[config.mk]
export PLATFORM = sky130hd
export DESIGN_NAME = mux4_rr_arbiter
export DESIGN_NICKNAME = d
export VERILOG_FILES = /design/src/rtl/mux4_arb_pkg.sv /design/src/rtl/mux4_rr_arbiter_mux4.sv /design/src/rtl/mux4_rr_arbiter.sv
export SDC_FILE = /design/constraint.sdc
export NUM_CORES = 1
export LEC_CHECK = 0
export BUFFER_PORTS_ARGS = -buffer_cell sky130_fd_sc_hd__buf_2
export CAP_MARGIN = 0
export CORE_UTILIZATION = 49
export DETAILED_ROUTE_END_ITERATION = 8
export PLACE_DENSITY = 0.86
export SYNTH_ARGS = -nofsm -noshare
export SYNTH_HDL_FRONTEND = slang
export SYNTH_SLANG_ARGS = --single-unit
[constraint.sdc]
create_clock -name clk -period 1.81 [get_ports clk]
set_input_delay 0.543 -clock clk [delete_from_list [all_inputs] [get_ports clk]]
set_output_delay 0.543 -clock clk [all_outputs]
set_load 0.05 [all_outputs]
[src/rtl/mux4_arb_pkg.sv]
// -----------------------------------------------------------------------------
// mux4_arb_pkg
// Shared types and helpers for the round-robin 4:1 mux arbiter.
//   NUM_REQ  : number of requesters sharing the mux (4)
//   IDX_W    : width of a requester index (2)
//   arb_state_t : arbiter FSM states (ARB_IDLE, ARB_GRANT)
//   pick_t   : result of a round-robin search {found, idx}
//   rr_pick  : round-robin search over req starting after base
// -----------------------------------------------------------------------------
package mux4_arb_pkg;

    localparam int NUM_REQ = 4;
    localparam int IDX_W   = 2;

    typedef enum logic {
        ARB_IDLE,
        ARB_GRANT
    } arb_state_t;

    typedef struct packed {
        logic             found;
        logic [IDX_W-1:0] idx;
    } pick_t;

    // Search order is base+1, base+2, base+3, base (mod 4), so base itself is
    // eligible last. Iterating from the last candidate down to the first lets
    // the earliest hit overwrite any later one.
    function automatic pick_t rr_pick(input logic [NUM_REQ-1:0] req,
                                      input logic [IDX_W-1:0]   base);
        pick_t            r;
        logic [IDX_W-1:0] c;
        r = '0;
        for (int k = NUM_REQ; k >= 1; k--) begin
            c = base + IDX_W'(k);
            if (req[c]) begin
                r.found = 1'b1;
                r.idx   = c;
            end
        end
        return r;
    endfunction

endpackage

[src/rtl/mux4_rr_arbiter_mux4.sv]
// -----------------------------------------------------------------------------
// mux4
// Plain combinational 4:1 one-bit selector.
//   a, b, c, d        : data inputs (index 0..3)
//   select0, select1  : select LSB / MSB
//   out               : selected data bit
// -----------------------------------------------------------------------------
module mux4 (
    input  logic a,
    input  logic b,
    input  logic c,
    input  logic d,
    input  logic select0,
    input  logic select1,
    output logic out
);

    always_comb begin
        out = a;
        case ({select1, select0})
            2'b00:   out = a;
            2'b01:   out = b;
            2'b10:   out = c;
            default: out = d;
        endcase
    end

endmodule

[src/rtl/mux4_rr_arbiter.sv]
// -----------------------------------------------------------------------------
// mux4_rr_arbiter
// Round-robin arbiter sharing a 4:1 one-bit mux among four requesters, with
// tenure bounded to MAX_BURST cycles per grant.
//   MAX_BURST  : max consecutive cycles one requester holds the grant (1..16)
//   clk        : rising-edge clock
//   rst_n      : asynchronous active-low reset
//   lock       : (only with MUX4_ARB_LOCK_EN) keeps the grant past MAX_BURST
//   req[3:0]   : per-requester request, index 0 = mux input a
//   din[3:0]   : data bits {d,c,b,a}
//   gnt[3:0]   : registered one-hot grant
//   select0/1  : registered mux select = owner index
//   out        : owner's data bit, gated by out_valid (combinational)
//   out_valid  : |(gnt & req) (combinational)
// Build option: define MUX4_ARB_LOCK_EN to add the lock input.
// -----------------------------------------------------------------------------
module mux4_rr_arbiter
    import mux4_arb_pkg::*;
#(
    parameter int MAX_BURST = 4
) (
    input  logic               clk,
    input  logic               rst_n,
`ifdef MUX4_ARB_LOCK_EN
    input  logic               lock,
`endif
    input  logic [NUM_REQ-1:0] req,
    input  logic [NUM_REQ-1:0] din,
    output logic [NUM_REQ-1:0] gnt,
    output logic               select0,
    output logic               select1,
    output logic               out,
    output logic               out_valid
);

    localparam int              CNT_W    = (MAX_BURST > 1) ? $clog2(MAX_BURST) : 1;
    localparam logic [CNT_W-1:0] CNT_LAST = CNT_W'(MAX_BURST - 1);

    arb_state_t         state_q, state_d;
    logic [IDX_W-1:0]   own_q, own_d;
    logic [IDX_W-1:0]   ptr_q, ptr_d;
    logic [CNT_W-1:0]   cnt_q, cnt_d;
    logic [NUM_REQ-1:0] gnt_q, gnt_d;
    logic [IDX_W-1:0]   sel_q, sel_d;

    logic             hold;
    logic [IDX_W-1:0] pick_base;
    pick_t            pick;
    logic             expire;
    logic             mux_out;

`ifdef MUX4_ARB_LOCK_EN
    assign hold = lock;
`else
    assign hold = 1'b0;
`endif

    // From IDLE the search starts after the rotation pointer; at the end of a
    // tenure it starts after the current owner, which makes the owner the last
    // candidate and only re-granted when nobody else is asking.
    assign pick_base = (state_q == ARB_GRANT) ? own_q : ptr_q;
    assign pick      = rr_pick(req, pick_base);
    assign expire    = (cnt_q == CNT_LAST) && !hold;

    always_ff @(posedge clk or negedge rst_n) begin
        if (!rst_n) begin
            state_q <= ARB_IDLE;
            own_q   <= '0;
            ptr_q   <= IDX_W'(NUM_REQ - 1);
            cnt_q   <= '0;
            gnt_q   <= '0;
            sel_q   <= '0;
        end else begin
            state_q <= state_d;
            own_q   <= own_d;
            ptr_q   <= ptr_d;
            cnt_q   <= cnt_d;
            gnt_q   <= gnt_d;
            sel_q   <= sel_d;
        end
    end

    always_comb begin
        state_d = state_q;
        own_d   = own_q;
        ptr_d   = ptr_q;
        cnt_d   = cnt_q;
        gnt_d   = gnt_q;
        sel_d   = sel_q;
        case (state_q)
            ARB_IDLE: begin
                if (pick.found) begin
                    state_d = ARB_GRANT;
                    own_d   = pick.idx;
                    cnt_d   = '0;
                    gnt_d   = NUM_REQ'(1) << pick.idx;
                    sel_d   = pick.idx;
                end
            end
            ARB_GRANT: begin
                if (req[own_q] && !expire) begin
                    // Under lock the counter parks at its last value.
                    if (cnt_q != CNT_LAST) cnt_d = cnt_q + 1'b1;
                end else begin
                    ptr_d = own_q;
                    cnt_d = '0;
                    if (pick.found) begin
                        own_d = pick.idx;
                        gnt_d = NUM_REQ'(1) << pick.idx;
                        sel_d = pick.idx;
                    end else begin
                        // Selects keep their last value while idle.
                        state_d = ARB_IDLE;
                        gnt_d   = '0;
                    end
                end
            end
            default: begin
                state_d = ARB_IDLE;
                gnt_d   = '0;
            end
        endcase
    end

    assign gnt       = gnt_q;
    assign select0   = sel_q[0];
    assign select1   = sel_q[1];
    assign out_valid = |(gnt_q & req);

    mux4 u_mux4 (
        .a       (din[0]),
        .b       (din[1]),
        .c       (din[2]),
        .d       (din[3]),
        .select0 (sel_q[0]),
        .select1 (sel_q[1]),
        .out     (mux_out)
    );

    // A releasing owner still holds gnt for one cycle; its data is not valid.
    assign out = mux_out & out_valid;

endmodule

Yosys cells after proc, flatten, opt, wreduce, memory -nomap -nowiden
Index checks and enable logic that the tools add are counted.
{"block": "word_totals", "regBits": 13, "inputBits": 10, "elab_cells": 67}
{"block": "op_classes", "n_addsub": 4, "n_lt_le_gt_ge": 5, "eq_ne": 7, "n_shift": 1, "muxes": 33, "bitwise": 4, "reduce_logical": 7}
{"cell": "$mux 2", "count": 8}
{"cell": "$lt 2x3->1 const B", "count": 5}
{"cell": "$mux 3", "count": 4}
{"cell": "$mux 4", "count": 3}
{"cell": "$pmux 2 s2", "count": 3}
{"cell": "$bmux 1 s2", "count": 5}
{"cell": "$pmux 4 s2", "count": 1}
{"cell": "$mux 1", "count": 7}
{"cell": "$ne 2x2->1 const B", "count": 3}
{"cell": "$reduce_and 2->1", "count": 3}
{"cell": "$add 2x1->2 const B", "count": 2}
{"cell": "$add 2x2->2 const B", "count": 2}
{"cell": "$and 4x4->4", "count": 1}
{"cell": "$eq 2x2->1 const B", "count": 2}
{"cell": "$reduce_or 4->1", "count": 1}
{"cell": "$shl 1x2->4 const A", "count": 1}
{"cell": "$ne 3x2->1 const B", "count": 1}
{"cell": "$pmux 1 s3", "count": 1}
{"cell": "$eq 2x1->1 const B", "count": 1}
{"cell": "$logic_not 2->1", "count": 1}
{"cell": "$not 1->1", "count": 2}
{"cell": "$pmux 1 s2", "count": 1}
{"cell": "$and 1x1->1", "count": 1}
{"cell": "$logic_and 1x1->1", "count": 1}
{"cell": "$logic_not 1->1", "count": 1}

Longest topological paths before layout
{"block": "depth", "word_depth": 11, "depth_mapped": 6}

Hierarchy
Synthesis repeated with hierarchy kept, for this count alone.
{"block": "hier_totals", "cells_unflattened": 66, "area_unflattened_um2": 725.7}
{"mod": "mux4_rr_arbiter", "n_inst": 1, "cells_per_inst": 65, "area_per_inst_um2": 703.2}
{"mod": "mux4", "n_inst": 1, "cells_per_inst": 1, "area_per_inst_um2": 22.5}

Least setup slack after synthesis
Ideal clock, no wire load.
{"block": "synth_timing", "kind": "register -> output", "startpoint": "reg gnt_q[1] (netlist: gnt[1])", "endpoint": "out out", "t_arrival_ns": 1.678, "required_ns": 1.267, "slack_ns": -0.411, "path_stages_with_launch": 4, "n_path_buf": 0, "cell_sequence": "dfrtp_1 > a22oi_1 > nand2_1 > and2_1"}
{"block": "synth_via", "elab_chain_cells": 3}
{"element": "from (decl)", "line": "mux4_rr_arbiter.sv:43", "rtl": "logic [NUM_REQ-1:0] gnt_q, gnt_d;"}
{"element": "from (signal assigned)", "line": "mux4_rr_arbiter.sv:78", "rtl": "gnt_q <= gnt_d;"}
{"element": "$and 4x4->4", "line": "mux4_rr_arbiter.sv:128", "rtl": "assign out_valid = |(gnt_q & req);"}
{"element": "$reduce_or 4->1", "line": "mux4_rr_arbiter.sv:128"}
{"element": "named net out_valid", "line": "mux4_rr_arbiter.sv:33", "rtl": "output logic out_valid"}
{"element": "$and 1x1->1", "line": "mux4_rr_arbiter.sv:141", "rtl": "assign out = mux_out & out_valid;"}
{"element": "to (decl)", "line": "mux4_rr_arbiter.sv:32", "rtl": "output logic out,"}
The timed path passes the listed nets, and every way through them passes these cells.

==> results.sh <==
export IMPL_violations="negative setup slack"
export IMPL_die_w_um=39.0
export IMPL_synth_top_area_share_pct=33.6
export IMPL_cts_max_level=1
export IMPL_rsz0062_at_grt="true"
export IMPL_regToRegSetupSlack_ns=0.12
export IMPL_hp_class="in2async"
export IMPL_synth_edf_count=0
export IMPL_clk_latency_ns=0.27
export IMPL_grt_pass1_vias=573
export IMPL_vias=640
export IMPL_powerDensity_nw_per_um2=1810
export IMPL_crit_chain="mux4_2 -> and2_4 -> buf_8"
export IMPL_dp_slack_ns=-0.213
export IMPL_die_area_um2=1520
export IMPL_critPathRequiredTime_ns=1.27
export IMPL_crit_type="reg2out"
export IMPL_antenna_found_initial=0
export IMPL_synthTopCellsByCount="dfrtp_1 (9), nand2_1 (7), inv_1 (5), o21ai_0 (5)"
export IMPL_ant_nets=0
export IMPL_tightest_slew_ns=0.452
export IMPL_syn_area_per_cell_um2=10.1
export IMPL_antenna_cells=0
export IMPL_place_congestion=0.889
export IMPL_clkTransAtPathRegs_ns=0.07
export IMPL_slowest_delay_ns=0.48
export IMPL_port_buffers=17
export IMPL_fin_crit_ns=1.96
export IMPL_ys_warnings_count=0
export IMPL_io_pins=18
export IMPL_worst_setup_path_start_kind="flop"
export IMPL_synth_nets=77
export IMPL_hpwl_um=1180
export IMPL_ys_seq_area_share_pct=41.5
export IMPL_ir_drop_v=0.00107
export IMPL_reg2reg_depth=6
export IMPL_synth_cells=66
export IMPL_grt_util_met1_pct=29.3
export IMPL_maxCapViolations=0
export IMPL_synthArstFlopShare_pct=100
export IMPL_whs_ns=0.127
export IMPL_period_share_pct=108
export IMPL_endpoint_kind="output pin"
export IMPL_cts_root_buffer="clkbuf_4"
export IMPL_nets=107
export IMPL_cts_tree="yes"
export IMPL_drv_slew=0
export IMPL_coreArea_um2=1190
export IMPL_dr_first_iter_drc_count=11
export IMPL_synth_most_common_cell="dfrtp_1"
export IMPL_skew_ns=0.00685
export IMPL_synthTopCellsByArea="dfrtp_1 (34%), dfstp_2 (7.9%), mux4_2 (6.7%)"
export IMPL_relSlewSlack_pct=69.9
export IMPL_use_met3_pct=3.47
export IMPL_fin_ws_ns=-0.147
export IMPL_gr_total_overflow=0
export IMPL_clock_path_buffers=2
export IMPL_post_drt_wl_per_cell_um=13.5
export IMPL_cp_max_fo=2
export IMPL_r2r_end="gnt[2]$_DFFE_PN0P_"
export IMPL_drt_pre_antenna_iters=4
export IMPL_via_per_inst=5.87
export IMPL_grt_total_usage_pct=23.4
export IMPL_syn2layout_area_growth_pct=31.8
export IMPL_cp_num_buf_inv=1
export IMPL_start_util_pct=56.4
export IMPL_synthDistinctLibCells=32
export IMPL_synth_seq_cells=11
export IMPL_synth_area_leader_cell="dfrtp_1"
export IMPL_netlist_area_um2=669
export IMPL_max_freq_mhz=511
export IMPL_crit_arrival_ns=1.41
export IMPL_use_met2_pct=39.6
export IMPL_final_setup_viol_count=1
export IMPL_wl_um=1470
export IMPL_rows=12
export IMPL_slowest_stage="mux4_2"
export IMPL_crit_cells=3
export IMPL_ys_flop_type="dfrtp_1"
export IMPL_path_delay_family="multiplexers"
export IMPL_cts_setup_buffers=0
export IMPL_n_fill_cell=86
export IMPL_drc=0
export IMPL_leakage_nw=0.415
export IMPL_cts_buffers=3
export IMPL_drive_gt1_share_pct=47.4
export IMPL_hold_violations=0
export IMPL_top_usage_layer="met2"
export IMPL_clock_sinks=11
export IMPL_die_h_um=39.0
export IMPL_cts_hold_buf=0
export IMPL_grt_max_degree=12
export IMPL_grt_pass1_wl_um=2380
export IMPL_startpoint="own_q[0]$_DFFE_PN0P_"
export IMPL_regToRegStartpoint="own_q[0]$_DFFE_PN0P_"
export IMPL_outcome="finished with violations"
## power breakdown
part | switching, mW | total (mW) | internal [mW]
clock | 0.0750 | 0.160 | 0.0851
combinational | 0.582 | 0.971 | 0.389
sequential | 0.0971 | 0.467 | 0.370
total | 0.754 | 1.60 | 0.844
## cells in the final DEF (no fill, tap or decap), types with 2 or more instances in the layout
master,count
o31ai_1,2
clkbuf_4,4
o211ai_1,2
buf_2,15
a21oi_1,3
mux4_2,2
a32o_1,2
dfstp_2,2
dfrtp_2,4
nand2_1,6
mux2i_1,2
dfrtp_1,5
o21ai_0,5
nand3_1,2
inv_1,5
buf_4,9
nor2_1,3
## metrics by stage
stage,power [mW],area (µm²),utilization (%),setup TNS [ns],instances
global placement,1.37,837,70.6,-0.231,105
finish,1.60,882,74.4,-0.147,109
floorplan,1.14,678,-,-0.123,66
detailed placement,1.39,837,70.6,-0.275,105
global route,1.69,882,74.4,-0.201,109
CTS,1.59,875,73.7,-0.159,109
## worst max path at each step
stage | to | slack, ns
3_5_place_dp | out | -0.21
2_1_floorplan | out | -0.12
3_3_place_gp | out | -0.20
6_report | out | -0.15
5_1_grt | out | -0.20
4_1_cts | out | -0.16
## layer usage
metal / wire length (µm) / up-vias
met5: 0 / -
met4: 17 / 0
met3: 59 / 4
met2: 708 / 17
met1: 684 / 312
li1: - / 307
## registers in the layout (all words and copies together) (netlist names)
name,flops
gnt,4
state_q,1
ptr_q,2
cnt_q,2
own_q,2
## area by class of cell
type / instances / area (µm²) / area share, %
Sequential cell: 11 / 283 / 32.1
Clock buffer: 4 / 26.3 / 2.98
Inverter: 6 / 22.5 / 2.55
Tap cell: 14 / 17.5 / 1.99
Multi-Input combinational cell: 48 / 368 / 41.7
Timing Repair Buffer: 26 / 165 / 18.7
## what timing repair did
action | in CTS | in global routing
gates resized for setup | 4 | 2
gates cloned | 0 | 0
pin swaps | 1 | 0
endpoints found under the setup margin | 1 | 2
endpoints found under the hold margin | 0 | 0
## cells by family after synthesis
group / Yosys count / share of synthesized area [%]
compound gates: 21 / 21.5
fa+ha+maj: 1 / 1.87
buf+inv: 7 / 5.05
flops: 11 / 41.5
mux: 6 / 13.6
simple gates: 20 / 16.5
Note: power is estimated with default switching activity, not from simulation.
